`src/rtl/alu_op_sequencer_if.sv`:
```
`default_nettype none
// ============================================================================
//  Module   : alu_op_sequencer_if
//  Purpose  : Bundles the command handshake, the datapath control bus and the
//             response channel of the ALU op sequencer.
//  Modports : slave  - the sequencer (consumes cmd_*, alu_result; drives the
//                      register-file / ALU / mux controls and rsp_*)
//             master - the command source and datapath model (opposite sense)
//  Revision : 1.0  initial release
// ============================================================================
interface alu_op_sequencer_if #(
    parameter int ADDR_W = 5,
    parameter int DATA_W = 32
);
    // command channel
    logic              cmd_valid;
    logic              cmd_ready;
    logic              cmd_li;
    logic [3:0]        cmd_op;
    logic [ADDR_W-1:0] cmd_rs1;
    logic [ADDR_W-1:0] cmd_rs2;
    logic [ADDR_W-1:0] cmd_rd;
    logic [3:0]        cmd_shamt;
    logic              cmd_sign;
    logic [DATA_W-1:0] cmd_imm;
    // datapath control
    logic [ADDR_W-1:0] rr1;
    logic [ADDR_W-1:0] rr2;
    logic [ADDR_W-1:0] wr;
    logic              we;
    logic              mux_ctrl;
    logic [DATA_W-1:0] write_data;
    logic [3:0]        op;
    logic [3:0]        shamount;
    logic              sign;
    logic [DATA_W-1:0] alu_result;
    // response channel
    logic              rsp_valid;
    logic [DATA_W-1:0] rsp_result;
    logic              rsp_err;

    modport slave (
        input  cmd_valid, cmd_li, cmd_op, cmd_rs1, cmd_rs2, cmd_rd,
               cmd_shamt, cmd_sign, cmd_imm, alu_result,
        output cmd_ready, rr1, rr2, wr, we, mux_ctrl, write_data,
               op, shamount, sign, rsp_valid, rsp_result, rsp_err
    );

    modport master (
        output cmd_valid, cmd_li, cmd_op, cmd_rs1, cmd_rs2, cmd_rd,
               cmd_shamt, cmd_sign, cmd_imm, alu_result,
        input  cmd_ready, rr1, rr2, wr, we, mux_ctrl, write_data,
               op, shamount, sign, rsp_valid, rsp_result, rsp_err
    );
endinterface
`default_nettype wire

```
`src/rtl/alu_op_sequencer.sv`:
```
`default_nettype none
// ============================================================================
//  Module   : alu_op_sequencer
//  Purpose  : Accepts one ALU or load-immediate command per valid/ready
//             handshake and steps it through register read, execute and
//             writeback, then returns a one-cycle response.
//  Ports    : clk   - rising-edge clock
//             rst_n - synchronous active-low reset
//             bus   - alu_op_sequencer_if.slave (command, datapath, response)
//  Options  : ALU_SEQ_R0_ZERO_EN - when defined, register 0 is read-only:
//             commands targeting rd==0 visit WB without asserting we and
//             respond with result 0.
//  Revision : 1.0  initial release
// ============================================================================
module alu_op_sequencer #(
    parameter int NUM_REGS = 8,
    parameter int ADDR_W   = 5,   // must match the interface instance
    parameter int DATA_W   = 32   // must match the interface instance
) (
    input  logic               clk,
    input  logic               rst_n,
    alu_op_sequencer_if.slave  bus
);

    typedef enum logic [2:0] {
        S_IDLE = 3'd0,
        S_RD   = 3'd1,
        S_EX   = 3'd2,
        S_WB   = 3'd3,
        S_RSP  = 3'd4
    } state_t;

    // one extra bit so NUM_REGS == 2**ADDR_W is representable
    localparam logic [ADDR_W:0] c_num_regs = (ADDR_W+1)'(NUM_REGS);

    state_t            state_q,      state_d;
    logic              cmd_ready_q,  cmd_ready_d;
    logic [ADDR_W-1:0] rr1_q,        rr1_d;
    logic [ADDR_W-1:0] rr2_q,        rr2_d;
    logic [ADDR_W-1:0] wr_q,         wr_d;
    logic              we_q,         we_d;
    logic              mux_ctrl_q,   mux_ctrl_d;
    logic [DATA_W-1:0] write_data_q, write_data_d;
    logic [3:0]        op_q,         op_d;
    logic [3:0]        shamount_q,   shamount_d;
    logic              sign_q,       sign_d;
    logic              rsp_valid_q,  rsp_valid_d;
    logic [DATA_W-1:0] rsp_result_q, rsp_result_d;
    logic              rsp_err_q,    rsp_err_d;
    // command fields latched at acceptance
    logic              cmd_li_q,     cmd_li_d;
    logic [ADDR_W-1:0] cmd_rd_q,     cmd_rd_d;
    logic [3:0]        cmd_op_q,     cmd_op_d;
    logic [3:0]        cmd_shamt_q,  cmd_shamt_d;
    logic              cmd_sign_q,   cmd_sign_d;
    logic [DATA_W-1:0] cmd_imm_q,    cmd_imm_d;
    logic [DATA_W-1:0] res_q,        res_d;

    logic w_accept;
    logic w_legal;
    logic w_r0_new;   // incoming command targets a protected r0
    logic w_r0_lat;   // latched command targets a protected r0

    // cmd_ready is only ever high in IDLE, so it alone qualifies acceptance
    assign w_accept = bus.cmd_valid & cmd_ready_q;

    // load-immediate never reads the register file, so only rd matters
    assign w_legal = ({1'b0, bus.cmd_rd} < c_num_regs) &&
                     (bus.cmd_li || (({1'b0, bus.cmd_rs1} < c_num_regs) &&
                                     ({1'b0, bus.cmd_rs2} < c_num_regs)));

`ifdef ALU_SEQ_R0_ZERO_EN
    assign w_r0_new = (bus.cmd_rd == '0);
    assign w_r0_lat = (cmd_rd_q == '0);
`else
    assign w_r0_new = 1'b0;
    assign w_r0_lat = 1'b0;
`endif

    always_comb begin
        state_d      = state_q;
        cmd_ready_d  = 1'b0;
        rr1_d        = rr1_q;
        rr2_d        = rr2_q;
        wr_d         = wr_q;
        we_d         = 1'b0;
        mux_ctrl_d   = 1'b0;
        write_data_d = write_data_q;
        op_d         = op_q;
        shamount_d   = shamount_q;
        sign_d       = sign_q;
        rsp_valid_d  = 1'b0;
        rsp_result_d = rsp_result_q;
        rsp_err_d    = rsp_err_q;
        cmd_li_d     = cmd_li_q;
        cmd_rd_d     = cmd_rd_q;
        cmd_op_d     = cmd_op_q;
        cmd_shamt_d  = cmd_shamt_q;
        cmd_sign_d   = cmd_sign_q;
        cmd_imm_d    = cmd_imm_q;
        res_d        = res_q;

        case (state_q)
            S_IDLE: begin
                cmd_ready_d = 1'b1;
                if (w_accept) begin
                    cmd_ready_d = 1'b0;
                    cmd_li_d    = bus.cmd_li;
                    cmd_rd_d    = bus.cmd_rd;
                    cmd_op_d    = bus.cmd_op;
                    cmd_shamt_d = bus.cmd_shamt;
                    cmd_sign_d  = bus.cmd_sign;
                    cmd_imm_d   = bus.cmd_imm;
                    if (!w_legal) begin
                        // straight to the error response, datapath untouched
                        state_d      = S_RSP;
                        rsp_valid_d  = 1'b1;
                        rsp_err_d    = 1'b1;
                        rsp_result_d = '0;
                    end else if (bus.cmd_li) begin
                        state_d      = S_WB;
                        we_d         = ~w_r0_new;
                        wr_d         = bus.cmd_rd;
                        write_data_d = bus.cmd_imm;
                    end else begin
                        state_d = S_RD;
                        rr1_d   = bus.cmd_rs1;
                        rr2_d   = bus.cmd_rs2;
                    end
                end
            end
            S_RD: begin
                state_d    = S_EX;
                op_d       = cmd_op_q;
                shamount_d = cmd_shamt_q;
                sign_d     = cmd_sign_q;
            end
            S_EX: begin
                // rr1/rr2/op stay put through WB so alu_result is stable
                // when the register file writes it back
                state_d    = S_WB;
                res_d      = bus.alu_result;
                we_d       = ~w_r0_lat;
                wr_d       = cmd_rd_q;
                mux_ctrl_d = 1'b1;
            end
            S_WB: begin
                state_d      = S_RSP;
                rsp_valid_d  = 1'b1;
                rsp_err_d    = 1'b0;
                rsp_result_d = w_r0_lat ? '0 : (cmd_li_q ? cmd_imm_q : res_q);
            end
            S_RSP: begin
                state_d     = S_IDLE;
                cmd_ready_d = 1'b1;
            end
            default: begin
                state_d = S_IDLE;
            end
        endcase
    end

    always_ff @(posedge clk) begin
        if (!rst_n) begin
            state_q      <= S_IDLE;
            cmd_ready_q  <= 1'b0;
            rr1_q        <= '0;
            rr2_q        <= '0;
            wr_q         <= '0;
            we_q         <= 1'b0;
            mux_ctrl_q   <= 1'b0;
            write_data_q <= '0;
            op_q         <= '0;
            shamount_q   <= '0;
            sign_q       <= 1'b0;
            rsp_valid_q  <= 1'b0;
            rsp_result_q <= '0;
            rsp_err_q    <= 1'b0;
            cmd_li_q     <= 1'b0;
            cmd_rd_q     <= '0;
            cmd_op_q     <= '0;
            cmd_shamt_q  <= '0;
            cmd_sign_q   <= 1'b0;
            cmd_imm_q    <= '0;
            res_q        <= '0;
        end else begin
            state_q      <= state_d;
            cmd_ready_q  <= cmd_ready_d;
            rr1_q        <= rr1_d;
            rr2_q        <= rr2_d;
            wr_q         <= wr_d;
            we_q         <= we_d;
            mux_ctrl_q   <= mux_ctrl_d;
            write_data_q <= write_data_d;
            op_q         <= op_d;
            shamount_q   <= shamount_d;
            sign_q       <= sign_d;
            rsp_valid_q  <= rsp_valid_d;
            rsp_result_q <= rsp_result_d;
            rsp_err_q    <= rsp_err_d;
            cmd_li_q     <= cmd_li_d;
            cmd_rd_q     <= cmd_rd_d;
            cmd_op_q     <= cmd_op_d;
            cmd_shamt_q  <= cmd_shamt_d;
            cmd_sign_q   <= cmd_sign_d;
            cmd_imm_q    <= cmd_imm_d;
            res_q        <= res_d;
        end
    end

    assign bus.cmd_ready  = cmd_ready_q;
    assign bus.rr1        = rr1_q;
    assign bus.rr2        = rr2_q;
    assign bus.wr         = wr_q;
    assign bus.we         = we_q;
    assign bus.mux_ctrl   = mux_ctrl_q;
    assign bus.write_data = write_data_q;
    assign bus.op         = op_q;
    assign bus.shamount   = shamount_q;
    assign bus.sign       = sign_q;
    assign bus.rsp_valid  = rsp_valid_q;
    assign bus.rsp_result = rsp_result_q;
    assign bus.rsp_err    = rsp_err_q;

endmodule
`default_nettype wire

```
`src/flat_wrapper.sv`:
```
// flat-port wrapper written by rule: the top's interface ports become plain ports
module alu_op_sequencer_flat 
#(
    parameter int NUM_REGS = 8,
    parameter int ADDR_W   = 5,                                       
    parameter int DATA_W   = 32                                       
)
  (clk, rst_n, bus_cmd_valid, bus_cmd_li, bus_cmd_op, bus_cmd_rs1, bus_cmd_rs2, bus_cmd_rd, bus_cmd_shamt, bus_cmd_sign, bus_cmd_imm, bus_alu_result, bus_cmd_ready, bus_rr1, bus_rr2, bus_wr, bus_we, bus_mux_ctrl, bus_write_data, bus_op, bus_shamount, bus_sign, bus_rsp_valid, bus_rsp_result, bus_rsp_err);
  alu_op_sequencer_if #(.ADDR_W(ADDR_W), .DATA_W(DATA_W)) bus_i ();
  input  logic clk;
  input  logic rst_n;
  input wire logic [$bits(bus_i.cmd_valid)-1:0] bus_cmd_valid;
  input wire logic [$bits(bus_i.cmd_li)-1:0] bus_cmd_li;
  input wire logic [$bits(bus_i.cmd_op)-1:0] bus_cmd_op;
  input wire logic [$bits(bus_i.cmd_rs1)-1:0] bus_cmd_rs1;
  input wire logic [$bits(bus_i.cmd_rs2)-1:0] bus_cmd_rs2;
  input wire logic [$bits(bus_i.cmd_rd)-1:0] bus_cmd_rd;
  input wire logic [$bits(bus_i.cmd_shamt)-1:0] bus_cmd_shamt;
  input wire logic [$bits(bus_i.cmd_sign)-1:0] bus_cmd_sign;
  input wire logic [$bits(bus_i.cmd_imm)-1:0] bus_cmd_imm;
  input wire logic [$bits(bus_i.alu_result)-1:0] bus_alu_result;
  output wire logic [$bits(bus_i.cmd_ready)-1:0] bus_cmd_ready;
  output wire logic [$bits(bus_i.rr1)-1:0] bus_rr1;
  output wire logic [$bits(bus_i.rr2)-1:0] bus_rr2;
  output wire logic [$bits(bus_i.wr)-1:0] bus_wr;
  output wire logic [$bits(bus_i.we)-1:0] bus_we;
  output wire logic [$bits(bus_i.mux_ctrl)-1:0] bus_mux_ctrl;
  output wire logic [$bits(bus_i.write_data)-1:0] bus_write_data;
  output wire logic [$bits(bus_i.op)-1:0] bus_op;
  output wire logic [$bits(bus_i.shamount)-1:0] bus_shamount;
  output wire logic [$bits(bus_i.sign)-1:0] bus_sign;
  output wire logic [$bits(bus_i.rsp_valid)-1:0] bus_rsp_valid;
  output wire logic [$bits(bus_i.rsp_result)-1:0] bus_rsp_result;
  output wire logic [$bits(bus_i.rsp_err)-1:0] bus_rsp_err;
  assign bus_i.cmd_valid = bus_cmd_valid;
  assign bus_i.cmd_li = bus_cmd_li;
  assign bus_i.cmd_op = bus_cmd_op;
  assign bus_i.cmd_rs1 = bus_cmd_rs1;
  assign bus_i.cmd_rs2 = bus_cmd_rs2;
  assign bus_i.cmd_rd = bus_cmd_rd;
  assign bus_i.cmd_shamt = bus_cmd_shamt;
  assign bus_i.cmd_sign = bus_cmd_sign;
  assign bus_i.cmd_imm = bus_cmd_imm;
  assign bus_i.alu_result = bus_alu_result;
  assign bus_cmd_ready = bus_i.cmd_ready;
  assign bus_rr1 = bus_i.rr1;
  assign bus_rr2 = bus_i.rr2;
  assign bus_wr = bus_i.wr;
  assign bus_we = bus_i.we;
  assign bus_mux_ctrl = bus_i.mux_ctrl;
  assign bus_write_data = bus_i.write_data;
  assign bus_op = bus_i.op;
  assign bus_shamount = bus_i.shamount;
  assign bus_sign = bus_i.sign;
  assign bus_rsp_valid = bus_i.rsp_valid;
  assign bus_rsp_result = bus_i.rsp_result;
  assign bus_rsp_err = bus_i.rsp_err;
  alu_op_sequencer #(.NUM_REGS(NUM_REGS), .ADDR_W(ADDR_W), .DATA_W(DATA_W)) u_core (.clk(clk), .rst_n(rst_n), .bus(bus_i));
endmodule
```
`config.mk`:
```
export PLATFORM = sky130hd
export DESIGN_NAME = alu_op_sequencer_flat
export DESIGN_NICKNAME = d
export VERILOG_FILES = /design/src/rtl/alu_op_sequencer_if.sv /design/src/rtl/alu_op_sequencer.sv /design/src/flat_wrapper.sv
export SDC_FILE = /design/constraint.sdc
export NUM_CORES = 1
export LEC_CHECK = 0
export CAP_MARGIN = 20
export CORE_ASPECT_RATIO = 0.5
export CORE_MARGIN = 2
export CORE_UTILIZATION = 33
export DETAILED_ROUTE_END_ITERATION = 12
export GPL_TIMING_DRIVEN = 0
export MAX_ROUTING_LAYER = met4
export SLEW_MARGIN = 0
export SYNTH_ARGS = -nofsm -noshare
export SYNTH_HDL_FRONTEND = slang
export SYNTH_SLANG_ARGS = --single-unit
export TNS_END_PERCENT = 5
```
`constraint.sdc`:
```
create_clock -name clk -period 1.95 [get_ports clk]
set_input_delay 0.195 -clock clk [delete_from_list [all_inputs] [get_ports clk]]
set_output_delay 0.195 -clock clk [all_outputs]
set_load 0.05 [all_outputs]
```
* Word-level counts from Yosys, hierarchy flattened *
Cells that the tools add are included.

cells by class
  equal/unequal tests = 8
  bitwise operators = 2
  mux-type cells = 25
  reduce and logical (&&, ||, !) cells = 11
  magnitude comparators = 3

operators by type and width
  kind                count
  $mux 32             3
  $pmux 32 s2         1
  $lt 5x4->1 const B  3
  $mux 5              3
  $pmux 3 s4          1
  $reduce_and 4->1    3
  $pmux 5 s2          1
  $mux 1              9
  $pmux 1 s2          4
  $eq 3x2->1 const B  2
  $mux 3              2
  $ne 2x1->1 const B  2
  $ne 2x2->1 const B  2
  $reduce_bool 2->1   2
  $eq 3x1->1 const B  1
  $eq 3x3->1 const B  1
  $logic_not 3->1     1
  $reduce_and 3->1    1
  $logic_and 1x1->1   2
  $mux 2              1
  $reduce_and 2->1    1
  $and 1x1->1         1
  $logic_or 1x1->1    1
  $not 1->1           1

storage, ports and cells
  word-level logic and storage cells = 70
  output and inout port bits = 93
  bits in registers = 175

* Logic depth before layout (Yosys ltp) *
Gate-level depths: netlist of the first run.

  depth in word-level cells = 7
  mapped depth = 7
  mapped depth without buffers = 4

* Worst setup path after synthesis of the first run *
OpenSTA, ideal clock, no wires.

  kind = register to register
  start = reg u_core.cmd_ready_q, in the netlist u_core.bus.cmd_ready
  end = reg u_core.rsp_result_q[21], in the netlist u_core.bus.rsp_result[21]
  setup slack = 76 ps
  library setup time = 143 ps
  required time = 1807 ps
  cell stages (with the launch flop) = 6
  clock period less this slack = 1874 ps
  arrival time = 1731 ps
  path buffers = 1
  cell sequence = dfxtp_1 -> nor4bb_1 -> nand2b_1 -> o21ai_2 -> buf_6 -> o22ai_2

between the ends
  longest elaborated chain between the ends = 3

ends and longest elaborated chain
  item                        RTL line                 source
  start, declared             alu_op_sequencer.sv:37   logic cmd_ready_q, cmd_ready_d;
  start signal, assigned      alu_op_sequencer.sv:188  cmd_ready_q <= cmd_ready_d;
  $and 1x1->1                 alu_op_sequencer.sv:65   assign w_accept = bus.cmd_valid & cmd_ready_q;
  $ne 2x1->1 (no line)        -
  $reduce_and 3->1 (no line)  -
  end signal, assigned        alu_op_sequencer.sv:199  rsp_result_q <= rsp_result_d;
  end, declared               alu_op_sequencer.sv:48   logic [DATA_W-1:0] rsp_result_q, rsp_result_d;

No other way between the ends.
A chain may end at the register's enable or synchronous reset.

* Final worst setup path of the first run *
  start = reg u_core.cmd_li_q
  end = reg u_core.rsp_result_q[22], in the netlist u_core.bus.rsp_result[22]

between the ends
  longest elaborated chain between the ends = 2

ends and longest elaborated chain
  item                    RTL line                 source
  start, declared         alu_op_sequencer.sv:51   logic cmd_li_q, cmd_li_d;
  start signal, assigned  alu_op_sequencer.sv:201  cmd_li_q <= cmd_li_d;
  $mux 32                 alu_op_sequencer.sv:151  rsp_result_d = w_r0_lat ? '0 : (cmd_li_q ? cmd_imm_q : res_q);
  $pmux 32 s2             alu_op_sequencer.sv:103  case (state_q)

No other way between the ends.

==> results of run 1 <==
## worst max-delay path by stage
stage	endpoint	slack, ns	cells after the start
2_1_floorplan	u_core.bus.rsp_result[21]$_SDFFE_PN0P_	0.08	5
3_3_place_gp	u_core.bus.write_data[1]$_SDFFE_PN0P_	-0.33	6
3_5_place_dp	u_core.bus.write_data[1]$_SDFFE_PN0P_	-0.32	6
4_1_cts	u_core.cmd_sign_q$_SDFFE_PN0P_	0.01	7
5_1_grt	u_core.bus.rsp_result[22]$_SDFFE_PN0P_	-0.08	4
6_report	u_core.bus.rsp_result[22]$_SDFFE_PN0P_	0.04	4
## placed cells by master, fill, tap and decap left out, types with 16 or more instances in the layout
| cell | instances |
|---|---|
| o22ai_2 | 30 |
| dfxtp_1 | 175 |
| nand2_1 | 237 |
| mux2i_1 | 46 |
| clkbuf_1 | 33 |
| clkbuf_16 | 17 |
| a21boi_0 | 79 |
| buf_2 | 16 |
| nand3_1 | 71 |
| clkdlybuf4s50_1 | 183 |
## cell type report
class	instances	area, sq um	share of cell area (%)
diodes	2	5.00	0.0515
plain buffers	63	294	3.03
clock buffers	20	457	4.70
clock inverters	11	133	1.37
inverters	1	3.75	0.0387
multi-input cells	518	3130	32.2
flip-flops and latches	175	3500	36.1
well taps	273	342	3.52
repair buffers	185	1850	19.0
## cell usage after synthesis
master and count:
nand2_1 237, dfxtp_1 175, a21boi_0 79, nand3_1 71, mux2i_1 46, clkbuf_1 41, o22ai_2 30, buf_2 17
nor2b_1 9, o211a_1 6, o21ai_1 5, and2_1 4, and3_1 4, o21ai_0 4, buf_6 3, nor2_1 3
or3_1 3, buf_1 2, o22ai_1 2, a211oi_4 1, a31o_2 1, and4b_1 1, inv_1 1, nand2b_1 1
nand4bb_1 1, nor3_2 1, nor3b_1 1, nor3b_2 1, nor4_2 1, nor4bb_1 1, o21ai_2 1, or2_2 1
or3b_1 1, or3b_2 1, or4_4 1
## registers in the layout, indices dropped and copies added (netlist names), 5 cells and up
name                   count
u_core.cmd_imm_q          32
u_core.bus.rr2             5
u_core.res_q              32
u_core.bus.wr              5
u_core.cmd_rd_q            5
u_core.bus.write_data     32
u_core.bus.rr1             5
u_core.bus.rsp_result     32
## cell families after synthesis
kind of cell / Yosys count
DFF: 175
AOI/OAI and AO/OA: 129
and+or+nand+nor: 343
muxes: 46
buffers and inverters: 64
## per-layer routing
metal | GRT usage, % | part of all wire (%)
met3 | 3.25 | 2.8
met5 | - | 0
met2 | 31.3 | 48
met4 | 6.43 | 1.4
met1 | 24.9 | 48
## what timing repair did
action	4_1_cts	5_1_grt
setup endpoints to repair	78	108
buffers inserted	0	2
gates resized for setup	6	17
## power by group through the flow
stage	sequential (mW)	combinational (mW)	clock, mW
2_1_floorplan	3.88	0.364	0
3_3_place_gp	3.81	0.824	0
3_5_place_dp	3.81	0.830	0
4_1_cts	3.73	0.840	3.48
5_1_grt	3.75	0.919	3.64
6_report	3.73	0.847	3.42
## worst max-delay path: cells and delay by family (launching register included)
family / cells / cell delay, ns
AO/OA/AOI/OAI: 1 / 0.11
buffers and inverters: 2 / 1.00
flip-flops: 1 / 0.31
multiplexers: 1 / 0.35
==> out/results.txt, run 1 <==
Reg power frac: 46.7%
Proportion of synthesized area in mux cells: 6.70%
Switch share: 24.8%
Crit path from: u_core.cmd_li_q$_SDFFE_PN0P_
Post-Synth Simple-Gate Area: 21.8%
Min-Delay Path Depth: 3
Fmax achieved: 0.522 GHz
Via count: 5926
Net Count, Synth: 849
PortBufs: 183
Grt ovf: 0
Synth Area per Inst: 9.07 sq um
Logic pwr share: 10.6%
CTS clk-pin slew, worst paths: 0.07 ns
CP endpoint kind: register
Clock power share: 42.8%
Worst Hold End: u_core.bus.rr2[1]$_SDFFE_PN0P_
Routability cong.: 0.832
Hold path start: bus_cmd_rs2[1]
Synth Register Bits: 175
Post-DP HPWL: 15500 microns
Die Span X: 208 microns
Die Area: 0.0221 sq mm
Final Util: 47.5%
Worst-case reg-to-reg path depth: 4
Final Setup Violations: 0
Area delta synth->final: 41.4%
Max-slew headroom: 46.4%
Setup_tns: 0 ns
Die Y: 106 microns
Drc violations: 0
H-tree Lvls: 4
Post-route ant nets: 0
Total track usage: 19.4%
Synth Area in Compound Gates: 16.4%
Pwr Density: 824 mW/mm^2
Peak VDD IR: 661 uV
Total power: 8.00 mW
Final Instance Area: 0.00971 sq mm
Antenna violations before repair: 2
Synth area leader: dfxtp_1
Tightest Hold Check Type: input pin to register
Share of the synthesized area in the top cell type: 51.0%
Run status: finished, final reports clean
Inserted Clock Buffers: 17
Skew final: 0.0133 ns
Root buffer cell: clkbuf_16
Site Rows: 37
Final Slew Violations: 0
Synth cell types: 35
Hold_buf cts: 0
Filler cells: 1982
CP required: 2.22 ns
CP arrival: 2.18 ns
First-pass DRT Iterations: 4
Psw: 1.99 mW
Worst-path cell chain: clkbuf_1, clkbuf_1, mux2i_1, o22ai_2
First-pass GRT wire length: 32400 microns
DP Worst Slack: -0.323 ns
Core Footprint: 0.0205 sq mm
Synth Area in XOR/XNOR: 0%
Synth Cell Area: 0.00687 sq mm
MaxCap Viol Count: 0
Fin cells: 1248
Clk Latency, worst-skew pair: 0.42 ns
Fraction of the mapped netlist area in adder cells: 0%
Worst setup SP type: register
CTS Buffer Depth: 2
Initial Util: 33.6%
CTS tree: yes
Tcrit/Tclk final: 98.2%
Worst Tran Pin Value: 0.804 ns
Post-DP Area: 0.00904 sq mm
WL/cell: 16.6 microns
Final worst-path setup slack: 0.0354 ns
Clock sinks: 175
Worst R2R End: u_core.bus.rsp_result[22]$_SDFFE_PN0P_
IO Pins: 185
Share of layout cells above drive strength 1: 10.5%
R2R setup slack: 0.04 ns
Hold WS: 0.327 ns
Iteration-0 DRC Markers: 219
Final #Nets: 1053
Worst Path Max Fanout: 10
Vias in the first global route: 5823
Largest family of logic cells by synthesized area: simple AND/OR/NAND/NOR gates
Dpl cells: 1213
Hold Violations, Final: 0
Setup CP Type: register to register
RR Startpoint: u_core.cmd_li_q$_SDFFE_PN0P_
Most frequent CP cell: clkbuf_1
Routed WL: 20700 microns
Biggest cell delay along the critical path: 0.61 ns
Static Leakage: 3.47 nW
Crit-path slowest cell: clkbuf_1
Setup repair after global routing missed its margin: true
Mapped Cells: 757
Final min period: 1.91 ns
Pint: 6.02 mW
Post-synthesis sequential area ratio: 51.0%
Largest net degree at the start of global routing: 17
DR vias/cell: 4.75
Top cells by area, synth: dfxtp_1, nand2_1, a21boi_0
Synth warn: 0
No activity file was read; power rests on OpenSTA's default activity.
==> run 2, diff against run 1 <==
==> constraint.sdc (replaced) <==
create_clock -name clk -period 1.54 [get_ports clk]
set_input_delay 0.154 -clock clk [delete_from_list [all_inputs] [get_ports clk]]
set_output_delay 0.154 -clock clk [all_outputs]
set_load 0.05 [all_outputs]
==> out/results.txt, run 2 (synthesis gave the netlist of run 1 again) <==
Run status: complete, but fails checks
Failing checks: negative setup slack
CTS clk-pin slew, worst paths: 0.07 ns (about the same)
CTS Buffer Depth: 2 (unchanged)
Worst setup SP type: register
Peak VDD IR: 796 uV (+20%)
Routed WL: 20700 microns (-0.33%)
DR vias/cell: 4.69 (-1.3%)
Area delta synth->final: 44.2%
Worst Path Max Fanout: 10 (unchanged)
Core Footprint: 0.0205 sq mm (unchanged)
Inserted Clock Buffers: 17 (unchanged)
Final worst-path setup slack: -0.139 ns (-0.174 ns)
Hold_buf cts: 0 (unchanged)
PortBufs: 183 (unchanged)
Total track usage: 19.3% (-0.068 points)
Via count: 5883 (-0.73%)
Post-route ant nets: 0 (unchanged)
Final #Nets: 1060 (+0.66%)
Final Slew Violations: 0 (unchanged)
MaxCap Viol Count: 0 (unchanged)
Final Util: 48.4% (+0.95 points)
First-pass DRT Iterations: 4 (unchanged)
Share of layout cells above drive strength 1: 13.4% (+2.9 points)
Largest net degree at the start of global routing: 17 (unchanged)
Setup repair after global routing missed its margin: true
Grt ovf: 0 (unchanged)
Total power: 10.1 mW (+26%)
First-pass GRT wire length: 32400 microns (about the same)
Post-DP HPWL: 15300 microns (-1.2%)
CP required: 1.85 ns (-0.37 ns)
Iteration-0 DRC Markers: 202 (-7.8%)
Initial Util: 33.6% (unchanged)
Worst Tran Pin Value: 0.654 ns (-0.150 ns)
Final min period: 1.68 ns (-0.236 ns)
Die Area: 0.0221 sq mm (unchanged)
Clk Latency, worst-skew pair: 0.42 ns (about the same)
Die Y: 106 microns (unchanged)
Max-slew headroom: 56.4% (+10 points)
H-tree Lvls: 4 (unchanged)
Reg power frac: 46.7% (about the same)
Most common library cell in the layout ignoring fill and taps: nand2_1
Routability cong.: 0.814 (-2.1%)
Vias in the first global route: 5774 (-0.84%)
Clock power share: 41.7% (-1.1 points)
Setup_tns: -5.67 ns (-5.67 ns)
Static Leakage: 4.05 nW (+17%)
IO Pins: 185 (unchanged)
Fin cells: 1255 (+0.56%)
Switch share: 25.8% (+0.95 points)
WL/cell: 16.5 microns (-0.89%)
CP arrival: 1.99 ns (-0.19 ns)
Tightest Hold Check Type: input pin to register
Fmax achieved: 0.596 GHz (+14%)
Pint: 7.51 mW (+25%)
CTS tree: yes
Tcrit/Tclk final: 109% (+11 points)
Setup CP Type: register to register
Drc violations: 0 (unchanged)
Dpl cells: 1213 (unchanged)
Most frequent cells in the layout: nand2_1, dfxtp_1, dlygate4sd2_1, clkdlybuf4s50_1, nand3_1
Die Span X: 208 microns (unchanged)
Clock sinks: 175 (unchanged)
Hold Violations, Final: 0 (unchanged)
Skew final: 0.00952 ns (-0.00382 ns)
CP endpoint kind: register
Logic pwr share: 11.5% (+0.9 points)
Site Rows: 37 (unchanged)
Psw: 2.61 mW (+31%)
Antenna violations before repair: 1 (-1)
Root buffer cell: clkbuf_16
Pwr Density: 1020 mW/mm^2 (+24%)
Final Setup Violations: 74 (+74)
-- run 2: cell count changes in the layout (fill, tap and decap cells not counted), moves of 9 or more --
cell,delta
a21boi_0,-12
a21boi_1,+11
buf_2,-14
buf_4,+11
clkbuf_4,+9
clkdlybuf4s50_1,-96
dlygate4sd2_1,+90
-- run 2: routing by layer --
layer	share of wire, %	global-route usage (%)	routed length (microns)	up-vias
met5	0	-	0	-
met4	1.2	5.37	243	0
met3	2.8	3.52	570	14
met2	47	30.9	9650	86
met1	49	25.3	10200	2798
li1	-	-	-	2985
-- run 2: power groups by stage --
stage	sequential (mW)	combinational [mW]	clock, mW
floorplan	4.91	0.464	0
global placement	4.82	1.05	0
detailed placement	4.83	1.05	0
CTS	4.73	1.12	4.30
global route	4.74	1.26	4.52
finish	4.73	1.17	4.22
-- run 2: timing repair --
| action | 4_1_cts | 5_1_grt |
|---|---|---|
| resized for setup | 148 | 60 |
| pin swaps | 6 | 13 |
| setup endpoints to repair | 257 | 141 |
| setup buffers | 6 | 4 |
-- run 2: final timing paths --
check                                       from                                     to  slack (ns)  cells after the start
setup reg to reg  u_core.state_q[2]$_SDFFE_PN0N_  u_core.bus.write_data[3]$_SDFFE_PN0P_       -0.14                      7
setup / recovery  u_core.state_q[2]$_SDFFE_PN0N_  u_core.bus.write_data[3]$_SDFFE_PN0P_       -0.14                      7
hold / removal                    bus_cmd_rs1[3]         u_core.bus.rr1[0]$_SDFFE_PN0P_        0.21                      5
hold reg to reg   u_core.bus.rr2[2]$_SDFFE_PN0P_         u_core.bus.rr2[2]$_SDFFE_PN0P_        0.45                      2
-- run 2: worst max-delay path: stages (launching register included) --
cell	delay [ns]
dfxtp_1	0.31
buf_6	0.13
nand4bb_4	0.32
or3_4	0.39
buf_8	0.14
buf_8	0.14
nand3_1	0.08
nand2_1	0.06
-- run 2: layout make-up --
| class | instances | area [sq um] |
|---|---|---|
| buffer | 62 | 457 |
| fill | 1966 | 10600 |
| timing repair buffer | 193 | 1830 |
| clock buffer | 19 | 443 |
| clock inverter | 13 | 125 |
| antenna | 1 | 2.50 |
| sequential | 175 | 3510 |
| tap | 273 | 342 |
| inverter | 1 | 3.75 |
| multi-input combinational | 518 | 3190 |
-- run 2: per-stage QoR --
step	hold slack [ns]	setup WS, ns	instance area [sq um]
after CTS	0.269	-0.155	9720
final	0.208	-0.139	9900
after global routing	0.225	-0.198	9900
after global placement	0.438	-0.709	9060
after detailed placement	0.443	-0.713	9060
after floorplan	0.284	-0.0658	6890
